<file path="src/rtl/rv32i_axil_master_bridge.sv">
// Bridges RV32I memory-stage MMIO loads/stores onto a single-outstanding AXI4-Lite master.
// The core is stalled for the whole transaction. Load results return through a one-cycle DONE writeback pulse.
`timescale 1ns/1ps
module rv32i_axil_master_bridge #(
  parameter int unsigned TIMEOUT_CYCLES = 1024,
  parameter logic [31:0] ERR_RDATA      = 32'h0000_0000
) (
  input  logic        clk,
  input  logic        rst_n,
  input  logic        core_init_i,
  input  logic        core_mem_we_i,
  input  logic [2:0]  core_funct3_i,
  input  logic [31:0] core_addr_i,
  input  logic [31:0] core_data_w_i,
  input  logic        core_reg_we_i,
  input  logic [4:0]  core_addr_d_i,
  output logic        core_stall_o,
  output logic        core_reg_we_o,
  output logic [4:0]  core_addr_d_o,
  output logic [31:0] core_data_d_o,
  output logic        err_o,
  output logic [31:0] m_awaddr,
  output logic        m_awvalid,
  input  logic        m_awready,
  output logic [31:0] m_wdata,
  output logic [3:0]  m_wstrb,
  output logic        m_wvalid,
  input  logic        m_wready,
  input  logic [1:0]  m_bresp,
  input  logic        m_bvalid,
  output logic        m_bready,
  output logic [31:0] m_araddr,
  output logic        m_arvalid,
  input  logic        m_arready,
  input  logic [31:0] m_rdata,
  input  logic [1:0]  m_rresp,
  input  logic        m_rvalid,
  output logic        m_rready
);

  typedef enum logic [2:0] {
    S_IDLE  = 3'd0,
    S_WRITE = 3'd1,
    S_WRESP = 3'd2,
    S_RADDR = 3'd3,
    S_RDATA = 3'd4,
    S_DONE  = 3'd5
  } state_t;

  localparam int unsigned   CW       = $clog2(TIMEOUT_CYCLES + 1);
  localparam logic [CW-1:0] CNT_LAST = CW'(TIMEOUT_CYCLES - 1);

  state_t        state_q, state_d;
  logic [CW-1:0] cnt_q, cnt_d;
  logic          we_q, we_d, rwe_q, rwe_d, err_q, err_d, reg_we_q, reg_we_d;
  logic [2:0]    f3_q, f3_d;
  logic [1:0]    alo_q, alo_d;
  logic [4:0]    rd_q, rd_d;
  logic [31:0]   awaddr_q, awaddr_d, araddr_q, araddr_d, wdata_q, wdata_d, data_q, data_d;
  logic [3:0]    wstrb_q, wstrb_d;
  logic          awvalid_q, awvalid_d, wvalid_q, wvalid_d, bready_q, bready_d;
  logic          arvalid_q, arvalid_d, rready_q, rready_d;
  logic          hs_s, busy_s, timeout_s, aw_done_s, w_done_s, misal_s, load_wb_s;

  function automatic logic misaligned(input logic [2:0] f3, input logic [1:0] a);
    misaligned = (f3[1:0] == 2'b01 && a[0]) || (f3[1] && a != 2'b00);
  endfunction

  function automatic logic [3:0] store_strb(input logic [2:0] f3, input logic [1:0] a);
    case (f3[1:0])
      2'b00:   store_strb = 4'b0001 << a;
      2'b01:   store_strb = 4'b0011 << {a[1], 1'b0};
      default: store_strb = 4'b1111;
    endcase
  endfunction

  function automatic logic [31:0] store_data(input logic [2:0] f3, input logic [31:0] d);
    case (f3[1:0])
      2'b00:   store_data = {4{d[7:0]}};
      2'b01:   store_data = {2{d[15:0]}};
      default: store_data = d;
    endcase
  endfunction

  function automatic logic [31:0] load_ext(input logic [2:0] f3, input logic [1:0] a, input logic [31:0] d);
    logic [31:0] sh;
    sh = d >> {a, 3'b000};
    case (f3)
      3'b000:  load_ext = {{24{sh[7]}}, sh[7:0]};
      3'b001:  load_ext = {{16{sh[15]}}, sh[15:0]};
      3'b100:  load_ext = {24'h00_0000, sh[7:0]};
      3'b101:  load_ext = {16'h0000, sh[15:0]};
      default: load_ext = d;
    endcase
  endfunction

  // Next-state and registered-output logic for the transaction FSM.
  always_comb begin
    state_d   = state_q;   cnt_d     = cnt_q;     we_d      = we_q;     rwe_d    = rwe_q;
    err_d     = err_q;     reg_we_d  = 1'b0;      f3_d      = f3_q;     alo_d    = alo_q;
    rd_d      = rd_q;      awaddr_d  = awaddr_q;  araddr_d  = araddr_q; wdata_d  = wdata_q;
    data_d    = data_q;    wstrb_d   = wstrb_q;   awvalid_d = awvalid_q;
    wvalid_d  = wvalid_q;  bready_d  = bready_q;  arvalid_d = arvalid_q; rready_d = rready_q;

    hs_s = (awvalid_q & m_awready) | (wvalid_q & m_wready) | (bready_q & m_bvalid)
         | (arvalid_q & m_arready) | (rready_q & m_rvalid);
    busy_s    = (state_q == S_WRITE) || (state_q == S_WRESP) || (state_q == S_RADDR) || (state_q == S_RDATA);
    timeout_s = busy_s && !hs_s && (cnt_q == CNT_LAST);
    aw_done_s = !awvalid_q || m_awready;
    w_done_s  = !wvalid_q || m_wready;
    misal_s   = misaligned(core_funct3_i, core_addr_i[1:0]);
    load_wb_s = !we_q && rwe_q && (rd_q != 5'd0);

    if (busy_s && !hs_s) begin
      cnt_d = cnt_q + {{(CW-1){1'b0}}, 1'b1};
    end else begin
      cnt_d = {CW{1'b0}};
    end

    if (timeout_s) begin
      // Abandon the bus cleanly and report the failure to the core as an error load.
      awvalid_d = 1'b0; wvalid_d = 1'b0; bready_d = 1'b0; arvalid_d = 1'b0; rready_d = 1'b0;
      err_d     = 1'b1;
      data_d    = ERR_RDATA;
      reg_we_d  = load_wb_s;
      state_d   = S_DONE;
    end else begin
      case (state_q)
        S_IDLE: begin
          if (core_init_i) begin
            we_d  = core_mem_we_i;
            f3_d  = core_funct3_i;
            alo_d = core_addr_i[1:0];
            rd_d  = core_addr_d_i;
            rwe_d = core_reg_we_i;
            if (misal_s) begin
              err_d    = 1'b1;
              data_d   = ERR_RDATA;
              reg_we_d = !core_mem_we_i && core_reg_we_i && (core_addr_d_i != 5'd0);
              state_d  = S_DONE;
            end else if (core_mem_we_i) begin
              awaddr_d  = {core_addr_i[31:2], 2'b00};
              wdata_d   = store_data(core_funct3_i, core_data_w_i);
              wstrb_d   = store_strb(core_funct3_i, core_addr_i[1:0]);
              awvalid_d = 1'b1;
              wvalid_d  = 1'b1;
              state_d   = S_WRITE;
            end else begin
              araddr_d  = {core_addr_i[31:2], 2'b00};
              arvalid_d = 1'b1;
              state_d   = S_RADDR;
            end
          end else begin
            state_d = S_IDLE;
          end
        end
        S_WRITE: begin
          if (awvalid_q && m_awready) awvalid_d = 1'b0; else awvalid_d = awvalid_q;
          if (wvalid_q && m_wready) wvalid_d = 1'b0; else wvalid_d = wvalid_q;
          if (aw_done_s && w_done_s) begin
            bready_d = 1'b1;
            state_d  = S_WRESP;
          end else begin
            state_d = S_WRITE;
          end
        end
        S_WRESP: begin
          if (m_bvalid) begin
            bready_d = 1'b0;
            err_d    = err_q | (m_bresp != 2'b00);
            state_d  = S_DONE;
          end else begin
            state_d = S_WRESP;
          end
        end
        S_RADDR: begin
          if (m_arready) begin
            arvalid_d = 1'b0;
            rready_d  = 1'b1;
            state_d   = S_RDATA;
          end else begin
            state_d = S_RADDR;
          end
        end
        S_RDATA: begin
          if (m_rvalid) begin
            rready_d = 1'b0;
            data_d   = load_ext(f3_q, alo_q, m_rdata);
            err_d    = err_q | (m_rresp != 2'b00);
            reg_we_d = load_wb_s;
            state_d  = S_DONE;
          end else begin
            state_d = S_RDATA;
          end
        end
        S_DONE:  state_d = S_IDLE;
        default: state_d = S_IDLE;
      endcase
    end
  end

  // State and output registers; reset abandons any transaction in flight.
  always_ff @(posedge clk or negedge rst_n) begin
    if (!rst_n) begin
      state_q   <= S_IDLE;  cnt_q    <= {CW{1'b0}};
      we_q      <= 1'b0;    rwe_q    <= 1'b0;   err_q    <= 1'b0;  reg_we_q <= 1'b0;
      f3_q      <= 3'b000;  alo_q    <= 2'b00;  rd_q     <= 5'd0;
      awaddr_q  <= 32'h0;   araddr_q <= 32'h0;  wdata_q  <= 32'h0; data_q   <= 32'h0;
      wstrb_q   <= 4'h0;    awvalid_q <= 1'b0;  wvalid_q <= 1'b0;  bready_q <= 1'b0;
      arvalid_q <= 1'b0;    rready_q <= 1'b0;
    end else begin
      state_q   <= state_d;   cnt_q    <= cnt_d;
      we_q      <= we_d;      rwe_q    <= rwe_d;    err_q    <= err_d;   reg_we_q <= reg_we_d;
      f3_q      <= f3_d;      alo_q    <= alo_d;    rd_q     <= rd_d;
      awaddr_q  <= awaddr_d;  araddr_q <= araddr_d; wdata_q  <= wdata_d; data_q   <= data_d;
      wstrb_q   <= wstrb_d;   awvalid_q <= awvalid_d; wvalid_q <= wvalid_d; bready_q <= bready_d;
      arvalid_q <= arvalid_d; rready_q <= rready_d;
    end
  end

  assign core_stall_o  = ((state_q != S_IDLE) && (state_q != S_DONE)) || ((state_q == S_IDLE) && core_init_i);
  assign core_reg_we_o = reg_we_q;
  assign core_addr_d_o = rd_q;
  assign core_data_d_o = data_q;
  assign err_o         = err_q;
  assign m_awaddr      = awaddr_q;
  assign m_awvalid     = awvalid_q;
  assign m_wdata       = wdata_q;
  assign m_wstrb       = wstrb_q;
  assign m_wvalid      = wvalid_q;
  assign m_bready      = bready_q;
  assign m_araddr      = araddr_q;
  assign m_arvalid     = arvalid_q;
  assign m_rready      = rready_q;

endmodule

</file>
<file path="config.mk">
export PLATFORM = sky130hd
export DESIGN_NAME = rv32i_axil_master_bridge
export DESIGN_NICKNAME = d
export VERILOG_FILES = /design/src/rtl/rv32i_axil_master_bridge.sv
export SDC_FILE = /design/constraint.sdc
export NUM_CORES = 1
export LEC_CHECK = 0
export BUFFER_PORTS_ARGS = -buffer_cell sky130_fd_sc_hd__buf_2
export CORE_UTILIZATION = 50
export DETAILED_ROUTE_END_ITERATION = 10
export PLACE_DENSITY = 0.81
export SKIP_LAST_GASP = 1
export SLEW_MARGIN = 5
export SYNTH_ARGS = -nofsm -noshare
export SYNTH_HDL_FRONTEND = slang
export SYNTH_SLANG_ARGS = --single-unit
</file>
<file path="constraint.sdc">
create_clock -name clk -period 2 [get_ports clk]
set_input_delay 0.3 -clock clk [delete_from_list [all_inputs] [get_ports clk]]
set_output_delay 0.3 -clock clk [all_outputs]
set_load 0.03 [all_outputs]
</file>
==> reports/qor.txt, run 1 <==
XOR/XNOR Fraction of Synth Area - 0.01088
Post-synth top flop - dfrtp_1
I/O pin count - 263
Crit end category - output port
Synth top area share - 0.5559
Pwr dens - 1698 mW/mm²
Die Span Y - 122.4 µm
CTS root buffer - clkbuf_16
Post-synthesis sequential area ratio - 0.5559
Adder-Cell Fraction of Synth Area - 0.001727
Clock transition at path regs - 0.06 ns
Final Hold Violating Endpoints - 0
Min Tclk post-route - 1.927 ns
Input/output buffers - 258
EDFF count, synth - 0
Placed cell count - 1,075
# nets final - 1,036
Initial Utilization - 0.5181
Syn avg cell area - 11.08 µm²
Final Non-Filler Cells - 1,110
Drt pass-1 iters - 4
Cell taking the most area after synthesis - dfrtp_1
Worst slew pin tran - 0.5146 ns
Antenna Nets Post-Route - 0
CP arrival - 1.63 ns
Hold path start - core_addr_d_i[2]
Critical path class - register to output port
Crit-path max cell delay - 0.41 ns
Asr flop ratio synth - 1.000
Congestion Overflow GR - 0
Final TNS setup - 0 ns
Antenna Cells - 0
Post-Syn Instances - 654
Simple-Gate Fraction of Synth Area - 0.1114
Crit start category - register
Clk_skew - 0.007455 ns
H-tree Lvls - 4
Setup crit start - state_q[0]$_DFF_PN0_
Synthesized area - 0.007247 mm²
Detailed placement HPWL - 14.34 mm
Post-synthesis compound-gate area fraction - 0.1272
DR vias/cell - 5.479
Number of fillers in the final layout - 1,094
Longest Clk Path Bufs - 2
Yosys warns - 0
GPL Wtd Cong - 0.8444
Die W - 122.4 µm
Unique masters post-synth - 58
Final Slew Violations - 0
Clock sinks - 161
Max cap viols - 0
# rows - 43
Dpl ws - 0.09166 ns
Final setup violation count - 0
WL final - 19.47 mm
Crit-path cells - buf_4, nor3_2, a21oi_1, or2_2, buf_6
RSZ-0062 raised after global routing - yes
Req. time, crit path - 1.70 ns
Vias in the first global route - 6,096
Core ar. - 0.01399 mm²
DRC Markers - 0
#FFs+latches synth - 161
Reg-to-reg startpoint - cnt_q[0]$_DFF_PN0_
Routed vias - 6,082
Fin util - 0.6775
Total Power - 16,090 µW
Max stage delay cell, worst path - dfrtp_2
Num CTS Buffers - 17
Achievable clock frequency - 518.8 MHz
Worst Hold Class - primary input to register
Skew-Pair Late Insertion Delay - 0.43 ns
Commonest non-fill, non-tap cell in the layout - buf_2
Layout Area Growth over Synthesis - 30.78%
Leakage power - 0.004755 µW
Area of the die - 0.01498 mm²
Mux cell area share after synthesis - 0.1575
Period utilization - 0.9637
DRC marker count from the first detailed-route iteration - 383
Final WS setup - 0.07264 ns
Area contributors post-synth - dfrtp_1 (56%), mux2_2 (8.9%), mux2i_1 (4.6%)
Share of cells above drive strength 1 - 0.4204
Crit path max fanout - 10
Pin count of the biggest net entering global routing - 67
TritonCTS clock tree - yes
Max IR drop VDD - 1259 µV
Tot GR Track Use - 0.2700
First-pass GRT wire length - 30.71 mm
Slew HR - 0.6569
Largest family of logic cells by synthesized area - multiplexers
Initial antenna violation count - 0
Outcome - completed
Most frequent cells in the layout - buf_2 (256), dfrtp_1 (159), nand2_1 (73)
DR WL/cell - 17.54 µm
## synthesized netlist by cell type (7+ instances only)
cell type / instances
mux2_2: 57
o21ai_0: 38
o2bb2ai_1: 7
nand2_1: 74
mux2i_1: 33
clkbuf_1: 26
dfrtp_1: 161
buf_2: 16
a21oi_1: 50
nor2_1: 47
inv_1: 9
mux2_1: 13
a221oi_1: 7
a22oi_1: 18
nor3_1: 9
## layer usage
layer / global-route usage / vias up / wire length, µm
met5: 0 / - / 0
met4: 0.1075 / 0 / 418
met3: 0.08364 / 31 / 1444
met2: 0.4491 / 254 / 9711
met1: 0.3262 / 2959 / 7896
li1: - / 2838 / -
## path summary, 6_finish.rpt
| kind | endpoint | slack [ns] | cells after the start |
|---|---|---|---|
| setup / recovery | core_stall_o | 0.07 | 5 |
| hold / removal | core_addr_d_o[2]$_DFFE_PN0P_ | 0.08 | 3 |
| setup reg to reg | core_reg_we_o$_DFF_PN0_ | 0.12 | 7 |
| hold reg to reg | rwe_q$_DFFE_PN0P_ | 0.47 | 2 |
| max in group asynchronous | m_awaddr[18]$_DFFE_PN0P_ | 0.94 | 3 |
| min in group asynchronous | m_wdata[26]$_DFFE_PN0P_ | 0.39 | 2 |
## report_power, final
part | leakage, µW | switching, µW | internal (µW)
clock | 0.000268 | 1350 | 1770
sequential | 0.00203 | 848 | 4650
combinational | 0.00246 | 4930 | 2540
## layout make-up
cell class / instances / area, µm² / share of cell area
Clock buffer: 19 / 442.9 / 0.04673
Clock inverter: 13 / 128.9 / 0.01360
Inverter: 9 / 33.78 / 0.003564
Multi-Input combinational cell: 439 / 3010 / 0.3176
Sequential cell: 161 / 4031 / 0.4253
Tap cell: 180 / 225.2 / 0.02376
Timing Repair Buffer: 289 / 1605 / 0.1694
## cell families after synthesis
group | count (synthesis)
fa+ha+maj | 1
simple gates | 173
buf+inv | 57
xor+xnor | 9
flops | 161
mux | 104
other cells | 1
compound gates | 148
## worst max-delay path: cells and delay by family (launching register included)
kind,cells,cell delay (ns)
and+or+nand+nor,2,0.43
DFF,1,0.41
buffers and inverters,2,0.31
AOI/OAI and AO/OA,1,0.05
## metrics by stage
step	hold WS [ns]	instance area [µm²]
after floorplan	0.004409	7258
after global placement	0.3009	8855
after detailed placement	0.2964	8855
after CTS	0.05842	9454
after global routing	0.08324	9478
final	0.07784	9478
## state kept, by name, summed over array words and instances, names as in the netlist, 2 cells and up
register	flops
f3_q	3
m_awaddr	30
m_araddr	30
core_data_d_o	32
core_addr_d_o	5
state_q	3
alo_q	2
m_wstrb	4
m_wdata	32
cnt_q	11
## timing repair
item | CTS | global route
endpoints found under the hold margin | 50 | 0
buffers inserted | 2 | 0
hold buffers | 1 | 0
resized for setup | 2 | 7
pin swaps | 0 | 1
setup endpoints to repair | 1 | 5
Power figures use the tool's default switching activity.
==> run 2, diff against run 1 <==
--- a/config.mk
+++ b/config.mk
@@ -7,8 +7,10 @@
 export LEC_CHECK = 0
 export BUFFER_PORTS_ARGS = -buffer_cell sky130_fd_sc_hd__buf_2
 export CORE_UTILIZATION = 50
+export CTS_CLUSTER_SIZE = 10
 export DETAILED_ROUTE_END_ITERATION = 10
 export PLACE_DENSITY = 0.81
+export RECOVER_POWER = 50
 export SKIP_LAST_GASP = 1
 export SLEW_MARGIN = 5
 export SYNTH_ARGS = -nofsm -noshare
==> reports/qor.txt, run 2 (synthesis gave the netlist of run 1 again) <==
Congestion Overflow GR - 0
Crit path max fanout - 10
Clk_skew - 0.008976 ns
Die Span Y - 122.4 µm
Pin count of the biggest net entering global routing - 67
Crit-path cells - buf_4, nor3_2, a21oi_1, or2_2, buf_6
Most frequent cells in the layout - buf_2 (187), dfrtp_1 (159), nand2_1 (73)
H-tree Lvls - 4
DR WL/cell - 17.53 µm
Antenna Nets Post-Route - 0
Critical path class - register to output port
Longest Clk Path Bufs - 2
RSZ-0062 raised after global routing - yes
I/O pin count - 263
Area after DPL - 0.008855 mm²
Crit start category - register
Crit-path max cell delay - 0.41 ns
CTS root buffer - clkbuf_16
Max IR drop VDD - 1235 µV
Highest routed layer - met4
Area of the die - 0.01498 mm²
Core ar. - 0.01399 mm²
Min Tclk post-route - 1.933 ns
Tot GR Track Use - 0.2700
First-pass GRT wire length - 30.71 mm
Die W - 122.4 µm
Commonest non-fill, non-tap cell in the layout - buf_2
Num CTS Buffers - 17
Final Hold Violating Endpoints - 0
CP arrival - 1.63 ns
DRC marker count from the first detailed-route iteration - 323
DRC Markers - 0
Met2 WL - 9.683 mm
Max stage delay cell, worst path - dfrtp_2
Initial antenna violation count - 0
Outcome - completed
Req. time, crit path - 1.70 ns
Dpl ws - 0.09166 ns
Final Slew Violations - 0
Worst Hold Class - primary input to register
Achievable clock frequency - 517.4 MHz
WL final - 19.46 mm
Number of fillers in the final layout - 1,123
Final TNS setup - 0 ns
Final WS setup - 0.06740 ns
Initial Utilization - 0.5181
Share of cells above drive strength 1 - 0.3462
Max cap viols - 0
GPL Wtd Cong - 0.8444
Worst slew pin tran - 1.364 ns
Clock transition at path regs - 0.06 ns
Final setup violation count - 0
# rows - 43
Crit end category - output port
Clock sinks - 161
Routed wl met3 - 1.435 mm
Pwr dens - 1700 mW/mm²
Routed vias - 6,094
Antenna Cells - 0
Period utilization - 0.9663
# nets final - 1,036
DRT met1 WL - 7.883 mm
TritonCTS clock tree - yes
Final instance area - 0.009371 mm²
Detailed placement HPWL - 14.34 mm
Skew-Pair Late Insertion Delay - 0.43 ns
DR vias/cell - 5.490
Slew HR - 0.09071
Vias in the first global route - 6,096
Layout Area Growth over Synthesis - 29.32%
Drt pass-1 iters - 5
Leakage power - 0.004516 µW
Input/output buffers - 258
[run 2: changes by cell type in the layout (fill, tap and decap cells not counted), sizes merged]
cell    delta
buf       -71
clkbuf    +71
[run 2: worst max-delay path, delay by kind of cell (launching register included)]
kind / cells / cell delay, ns
buffers and inverters: 2 / 0.31
flip-flops: 1 / 0.41
AND/OR/NAND/NOR: 2 / 0.43
AO/OA/AOI/OAI: 1 / 0.05
[run 2: cell type report]
class	count	area [µm²]	area share
Timing Repair Buffer	289	1499	0.1599
Clock inverter	13	128.9	0.01375
Sequential cell	161	4031	0.4302
Multi-Input combinational cell	439	3010	0.3212
Tap cell	180	225.2	0.02403
Clock buffer	19	442.9	0.04726
Inverter	9	33.78	0.003605
[run 2: metal layers]
| metal | vias to the layer above | GRT usage |
|---|---|---|
| li1 | 2828 | - |
| met1 | 2981 | 0.3262 |
| met2 | 250 | 0.4491 |
| met3 | 35 | 0.08364 |
| met4 | 0 | 0.1075 |
| met5 | - | 0 |
[run 2: per-stage QoR]
stage	hold WS (ns)	total power [µW]	utilization	std cells
after floorplan	0.004409	10470	-	657
after detailed placement	0.2964	12920	0.6330	1075
final	0.07488	15930	0.6699	1110
after global routing	0.08324	16800	0.6699	1110
after global placement	0.3009	12760	0.6330	1075
after CTS	0.05842	16150	0.6759	1110
[run 2: path summary, 6_finish.rpt]
check	start	to	slack (ns)	depth (start not counted)
setup reg to reg	cnt_q[0]$_DFF_PN0_	core_reg_we_o$_DFF_PN0_	0.11	7
setup / recovery	state_q[0]$_DFF_PN0_	core_stall_o	0.07	5
max in group asynchronous	rst_n	m_rready$_DFFE_PN0P_	0.29	3
hold / removal	core_addr_d_i[2]	core_addr_d_o[2]$_DFFE_PN0P_	0.07	3
hold reg to reg	rwe_q$_DFFE_PN0P_	rwe_q$_DFFE_PN0P_	0.47	2
min in group asynchronous	rst_n	m_wdata[26]$_DFFE_PN0P_	0.72	2
[run 2: repair_timing]
item | 4_1_cts | 5_1_grt
pin swaps | 0 | 1
buffers inserted | 2 | 0
setup endpoints to repair | 1 | 5
hold endpoints to repair | 50 | 0
hold buffers | 1 | 0
gates resized for setup | 2 | 7
[run 2: where the power goes]
group	leakage [µW]	internal [µW]	switching, µW
combinational	0.00222	2360	4930
clock	0.000268	1770	1360
sequential	0.00203	4650	861
